==> config.mk <==
export PLATFORM = sky130hd
export DESIGN_NAME = alu_op_sequencer
export DESIGN_NICKNAME = d
export VERILOG_FILES = /design/src/rtl/alu_seq_pkg.sv /design/src/rtl/alu_seq_timeout.sv /design/src/rtl/alu_op_sequencer.sv
export SDC_FILE = /design/constraint.sdc
export NUM_CORES = 1
export LEC_CHECK = 0
export CAP_MARGIN = 30
export CORE_AREA = 2 2 101 73
export CTS_CLUSTER_DIAMETER = 50
export CTS_CLUSTER_SIZE = 30
export DETAILED_ROUTE_END_ITERATION = 10
export DIE_AREA = 0 0 103 75
export PLACE_DENSITY = 0.78
export SETUP_SLACK_MARGIN = 0.4
export SLEW_MARGIN = 20
export SYNTH_ARGS = -nofsm -noshare
export SYNTH_HDL_FRONTEND = slang
export SYNTH_HIERARCHICAL = 1
export SYNTH_SLANG_ARGS = --single-unit
==> constraint.sdc <==
create_clock -name clk -period 2.5 [get_ports clk]
set_input_delay 0.25 -clock clk [delete_from_list [all_inputs] [get_ports clk]]
set_output_delay 0.25 -clock clk [all_outputs]
set_load 0.1 [all_outputs]
==> src/rtl/alu_seq_pkg.sv <==
// Shared definitions for the ALU operation sequencer: FSM state codes,
// ALU opcode constants and the width of one captured result entry.
package alu_seq_pkg;

  // Sequencer FSM state encoding (3 bits)
  localparam logic [2:0] IDLE       = 3'd0;
  localparam logic [2:0] WAIT_READY = 3'd1;
  localparam logic [2:0] ISSUE      = 3'd2;
  localparam logic [2:0] WAIT_DONE  = 3'd3;
  localparam logic [2:0] NEXT       = 3'd4;
  localparam logic [2:0] FINISH     = 3'd5;
  localparam logic [2:0] ERROR      = 3'd6;

  // ALU opcodes, same numbering as fsm_alu
  localparam logic [2:0] OP_0 = 3'd0;
  localparam logic [2:0] OP_1 = 3'd1;
  localparam logic [2:0] OP_2 = 3'd2;
  localparam logic [2:0] OP_3 = 3'd3;
  localparam logic [2:0] OP_4 = 3'd4;
  localparam logic [2:0] OP_5 = 3'd5;
  localparam logic [2:0] OP_6 = 3'd6;
  localparam logic [2:0] OP_7 = 3'd7;

  // One result-file entry holds {cout, result[4:0]}
  localparam int ENTRY_W = 6;

  // Opcode walk step; 3-bit arithmetic so 7 wraps to 0
  function automatic logic [2:0] next_op(input logic [2:0] op);
    return op + 3'd1;
  endfunction

endpackage

==> src/rtl/alu_seq_timeout.sv <==
// Wait-state watchdog for the sequencer. The counter is held at zero while
// clr is high and counts cycles while en is high. expired flags the cycle
// that is the TIMEOUT-th one spent waiting, so the FSM leaves on the edge
// that ends that cycle.
module alu_seq_timeout #(
  parameter int TIMEOUT = 15,
  parameter int TCW     = 4
) (
  input  logic clk,
  input  logic reset,
  input  logic clr,
  input  logic en,
  output logic expired
);

  localparam logic [TCW-1:0] LAST = TCW'(TIMEOUT - 1);
  localparam logic [TCW-1:0] ONE  = TCW'(1);

  logic [TCW-1:0] cnt;

  // Cycle counter: cleared outside the wait states, counts inside them
  always_ff @(posedge clk) begin
    if (!reset) begin
      cnt <= '0;
    end else if (clr) begin
      cnt <= '0;
    end else if (en) begin
      cnt <= cnt + ONE;
    end
  end

  assign expired = en && (cnt == LAST);

endmodule

==> src/rtl/alu_op_sequencer.sv <==
// Command-side initiator for the 4-bit FSM ALU. On start it latches one
// operand pair and an opcode range, then for each opcode waits for ALU
// ready, pulses go, waits for done and stores {cout,result} in a small
// result file indexed by opcode.
//
// Handshake with the ALU: a command is issued only after alu_ready was seen
// high in WAIT_READY; alu_go is then high for exactly one cycle (ISSUE) with
// alu_opcode/alu_a/alu_b stable, and the result is taken on the first cycle
// alu_done is high in WAIT_DONE. alu_done outside WAIT_DONE is ignored.
module alu_op_sequencer
  import alu_seq_pkg::*;
#(
  parameter int TIMEOUT = 15,
  parameter int TCW     = 4
) (
  input  logic         clk,
  input  logic         reset,
  input  logic         start,
  input  logic [3:0]   a_in,
  input  logic [3:0]   b_in,
  input  logic [2:0]   op_first,
  input  logic [2:0]   op_last,
  input  logic         alu_ready,
  input  logic         alu_done,
  input  logic [4:0]   alu_result,
  input  logic         alu_cout,
  output logic [2:0]   alu_opcode,
  output logic [3:0]   alu_a,
  output logic [3:0]   alu_b,
  output logic         alu_go,
  output logic         busy,
  output logic         done,
  output logic         error,
  input  logic [2:0]   rd_addr,
  output logic [5:0]   rd_data,
  output logic         rd_valid,
  output logic [2:0]   dbg_state
);

  logic [2:0]         state;
  logic [2:0]         state_nxt;
  logic [2:0]         cur_op;
  logic [2:0]         last_op;
  logic [7:0]         valid;
  logic [ENTRY_W-1:0] entries [8];
  logic               tmo_clr;
  logic               tmo_expired;
  logic               accept;
  logic               capture;

  assign accept  = (state == IDLE) && start;
  assign capture = (state == WAIT_DONE) && alu_done;

  // The watchdog only runs in the two wait states; leaving them clears it,
  // so every entry into a wait state starts from zero.
  assign tmo_clr = !((state == WAIT_READY) || (state == WAIT_DONE));

  alu_seq_timeout #(
    .TIMEOUT (TIMEOUT),
    .TCW     (TCW)
  ) u_timeout (
    .clk     (clk),
    .reset   (reset),
    .clr     (tmo_clr),
    .en      (!tmo_clr),
    .expired (tmo_expired)
  );

  // Next-state logic; ready wins over a simultaneous done in WAIT_READY
  always_comb begin
    state_nxt = state;
    case (state)
      IDLE:       if (start) state_nxt = WAIT_READY;
      WAIT_READY: begin
        if (alu_ready)        state_nxt = ISSUE;
        else if (tmo_expired) state_nxt = ERROR;
      end
      ISSUE:      state_nxt = WAIT_DONE;
      WAIT_DONE:  begin
        if (alu_done)         state_nxt = NEXT;
        else if (tmo_expired) state_nxt = ERROR;
      end
      NEXT:       state_nxt = (cur_op == last_op) ? FINISH : WAIT_READY;
      FINISH:     state_nxt = IDLE;
      ERROR:      state_nxt = IDLE;
      default:    state_nxt = IDLE;
    endcase
  end

  // FSM state, latched run parameters, opcode walk and sticky error flag
  always_ff @(posedge clk) begin
    if (!reset) begin
      state   <= IDLE;
      cur_op  <= OP_0;
      last_op <= OP_0;
      alu_a   <= '0;
      alu_b   <= '0;
      error   <= 1'b0;
    end else begin
      state <= state_nxt;
      if (accept) begin
        alu_a   <= a_in;
        alu_b   <= b_in;
        cur_op  <= op_first;
        last_op <= op_last;
        error   <= 1'b0;
      end
      if ((state == NEXT) && (cur_op != last_op)) begin
        cur_op <= next_op(cur_op);
      end
      if (state_nxt == ERROR) begin
        error <= 1'b1;
      end
    end
  end

  // Result file: valid bits drop on every accepted start, entries are
  // overwritten as results arrive (stale data stays behind a clear valid)
  always_ff @(posedge clk) begin
    if (!reset) begin
      valid <= '0;
      for (int i = 0; i < 8; i++) begin
        entries[i] <= '0;
      end
    end else begin
      if (accept) begin
        valid <= '0;
      end
      if (capture) begin
        entries[cur_op] <= {alu_cout, alu_result};
        valid[cur_op]   <= 1'b1;
      end
    end
  end

  assign alu_opcode = cur_op;
  assign alu_go     = (state == ISSUE);
  assign busy       = (state != IDLE);
  assign done       = (state == FINISH);
  assign dbg_state  = state;
  assign rd_data    = entries[rd_addr];
  assign rd_valid   = valid[rd_addr];

endmodule

==> impl_metrics.py <==
metrics = {
    "run_status": {
        "status": "finished clean",
    },
    "floorplanning": {
        "initial_core_util_pct": 53.3,
        "die_area_sq_um": 7730,
        "pin_count": 53,
        "core_area_sq_um": 6690,
        "die_h_um": 75,
        "rows": 25,
        "dieWidth_um": 103,
    },
    "finish": {
        "layout_common_cells": "and2_1, edfxtp_1, buf_4, nand2_1, clkdlybuf4s50_1",
        "final_cells": 448,
        "n_antenna_cell": 0,
        "syn2layout_area_growth_pct": 26.3,
        "drive_gt1_share_pct": 25.4,
        "nets": 380,
    },
    "clock_tree": {
        "insertion_delay_ps": 350,
        "cts_hold_buf": 0,
        "post_cts_buffers": 0,
        "cts_max_level": 3,
        "cts_sinks": 78,
        "cts_tree": "built",
        "root_buffer": "clkbuf_8",
        "numCtsBuffers": 9,
        "clock_path_buffers": 2,
        "clk_pin_slew_ps": 70,
    },
    "power": {
        "power.density_nw_per_um2": 617,
        "max-vdd-ir-drop_v": 0.000449,
        "p_total_mw": 2.78,
        "leakagePower_nw": 1.80,
    },
    "global_routing": {
        "grt_antenna_before_repair": 0,
        "grt_overflow": 0,
        "grt_pass1_vias": 2463,
        "grt_pass1_wl_um": 12700,
        "grt_use_total_pct": 23.0,
        "grt_start_max_net_pins": 17,
    },
    "critical_path": {
        "crit_path_start": "rd_addr[0]",
        "cp_slowest_stage_delay_ps": 500,
        "worstSetupStartpointType": "input port",
        "crit_arrival_ps": 1840,
        "worstPathCellList": "clkdlybuf4s15_1, bufbuf_16, mux4_2, mux2_2, buf_12",
        "crit_cells": 5,
        "worstReg2RegStart": "dbg_state[0]",
        "reg2regPathDepth": 4,
        "r2r_slack_ps": 590,
        "crit_end": "rd_data[1]",
        "cp.required_ps": 2250,
        "r2r-end": "entries[6][1]",
        "slowest_stage": "mux4_2",
        "critPathKind": "in2out",
        "crit_fanout": 7,
        "critical_path.top_delay_family": "multiplexers",
        "cp_num_buf_inv": 3,
        "cp-end-kind": "output pin",
    },
    "routing": {
        "wire_per_inst_um": 17.8,
        "drtIter0Drc": 182,
        "wirelength_um": 7960,
        "antenna_left": 0,
        "drc": 0,
        "drtPass1Iterations": 4,
        "vias_per_cell": 5.41,
        "vias": 2422,
    },
    "logic_synthesis": {
        "synth_fp_nets": 316,
        "synthCells": 285,
        "synthFlopType": "edfxtp_1",
        "synth_seq_area_share_pct": 57.3,
        "yosysUniqueCellTypes": 46,
        "ys_warn_count": 6,
        "syn-cell-area_sq_um": 3560,
        "syn_area_per_cell_sq_um": 12.5,
        "ys_ff_latch": 78,
        "async_reset_ff_share_pct": 0,
        "synth_edf_count": 48,
    },
    "sta": {
        "hold_viol": 0,
        "fin_crit_ps": 2090,
        "tightest_slew_ps": 650,
        "slew_viol_final": 0,
        "fin_ws_ps": 415,
        "fin_skew_ps": 6.60,
        "slew-limit-headroom_pct": 56.5,
        "setup_viol": 0,
        "timing.final.crit_share_pct": 83.4,
        "rsz0062_at_grt": "false",
        "tns_ps": 0,
        "max_freq_mhz": 480,
    },
    "placement": {
        "hpwl_um": 5460,
        "portBuffers": 52,
        "placedCellCount": 431,
        "gp_congestion": 0.757,
        "pre_cts_ws_ps": 291,
    },
    "flow_run": {
        "drv_cap": 0,
    },
    "min_path": {
        "hp-class": "in2reg",
    },
}
==> area by class of cell <==
class                   count  area, sq um
clock inverters             2         10.0
multi-input cells         187         1460
well taps                  94          118
flip-flops and latches     78         2060
repair buffers             67          696
fillers                   509         2190
clock buffers              14          143
inverters                   6         22.5
==> flip-flops by register name, summed over array words and instances, names as in the netlist <==
| name | cells |
|---|---|
| u_timeout/cnt | 4 |
| alu_a | 4 |
| alu_b | 4 |
| valid | 8 |
| last_op | 3 |
| dbg_state | 3 |
| entries | 48 |
| error | 1 |
| alu_opcode | 3 |
==> worst min path at each step <==
stage | end | slack [ps] | depth (start not counted) | start
2_1_floorplan | last_op[0] | 390 | 2 | op_last[0]
5_1_grt | last_op[1] | 450 | 3 | op_last[1]
3_5_place_dp | valid[3] | 430 | 1 | valid[3]
3_3_place_gp | valid[7] | 430 | 1 | valid[7]
4_1_cts | alu_a[2] | 440 | 3 | a_in[2]
6_report | alu_a[2] | 450 | 3 | a_in[2]
==> tightest hold or removal path: cells and delay by family <==
family,cells,cell delay (ps)
buffers and inverters,1,390
AND/OR/NAND/NOR,1,60
AO/OA/AOI/OAI,1,50
==> kinds of logic after synthesis <==
kind of cell / Yosys count / synth area share [%]
compound gates: 44 / 8.21
xor+xnor: 4 / 0.983
fa+ha+maj: 3 / 1.05
buf+inv: 20 / 2.74
flops: 78 / 57.3
mux: 22 / 11.3
simple gates: 114 / 18.4
==> cell usage after synthesis, drive strengths merged, types with 2 or more instances <==
cell | number | area share (%)
a2111oi | 2 | 0.49
a211oi | 2 | 0.42
a21o | 8 | 1.7
a21oi | 14 | 2.0
and2 | 48 | 8.4
and3 | 2 | 0.35
buf | 9 | 1.6
clkbuf | 5 | 0.53
dfxtp | 30 | 17
edfxtp | 48 | 40
ha | 3 | 1.1
inv | 6 | 0.63
mux2 | 7 | 2.2
mux4 | 14 | 8.8
nand2 | 29 | 3.1
nand2b | 8 | 1.4
nand3b | 2 | 0.42
nor2 | 13 | 1.9
nor3 | 3 | 0.88
o21ai | 9 | 1.3
or3 | 2 | 0.35
or3b | 2 | 0.49
xor2 | 3 | 0.74
==> routing by layer <==
| metal | GRT usage, % | routed length, um |
|---|---|---|
| met5 | 0 | 0 |
| met3 | 5.94 | 606 |
| met1 | 31.1 | 3460 |
| met2 | 38.0 | 3820 |
| met4 | 5.70 | 81 |
==> metrics by stage <==
stage / utilization (%) / cell area (sq um) / hold slack (ps)
after floorplan: - / 3610 / 386
after global placement: 64.5 / 4320 / 430
after detailed placement: 64.5 / 4320 / 435
after CTS: 67.2 / 4500 / 436
after global routing: 67.3 / 4500 / 450
final: 67.3 / 4500 / 448
==> power by group <==
group          total, mW  internal (mW)  switching [mW]
clock network      0.779          0.360           0.419
logic              0.555          0.191           0.364
registers           1.45           1.41          0.0366
total               2.78           1.96           0.819
==> what timing repair did <==
action	in CTS	in global routing
setup endpoints to repair	7	5
endpoints found under the hold margin	0	0
gates cloned	1	0
resized for setup	1	1
Power figures use the tool's default switching activity.
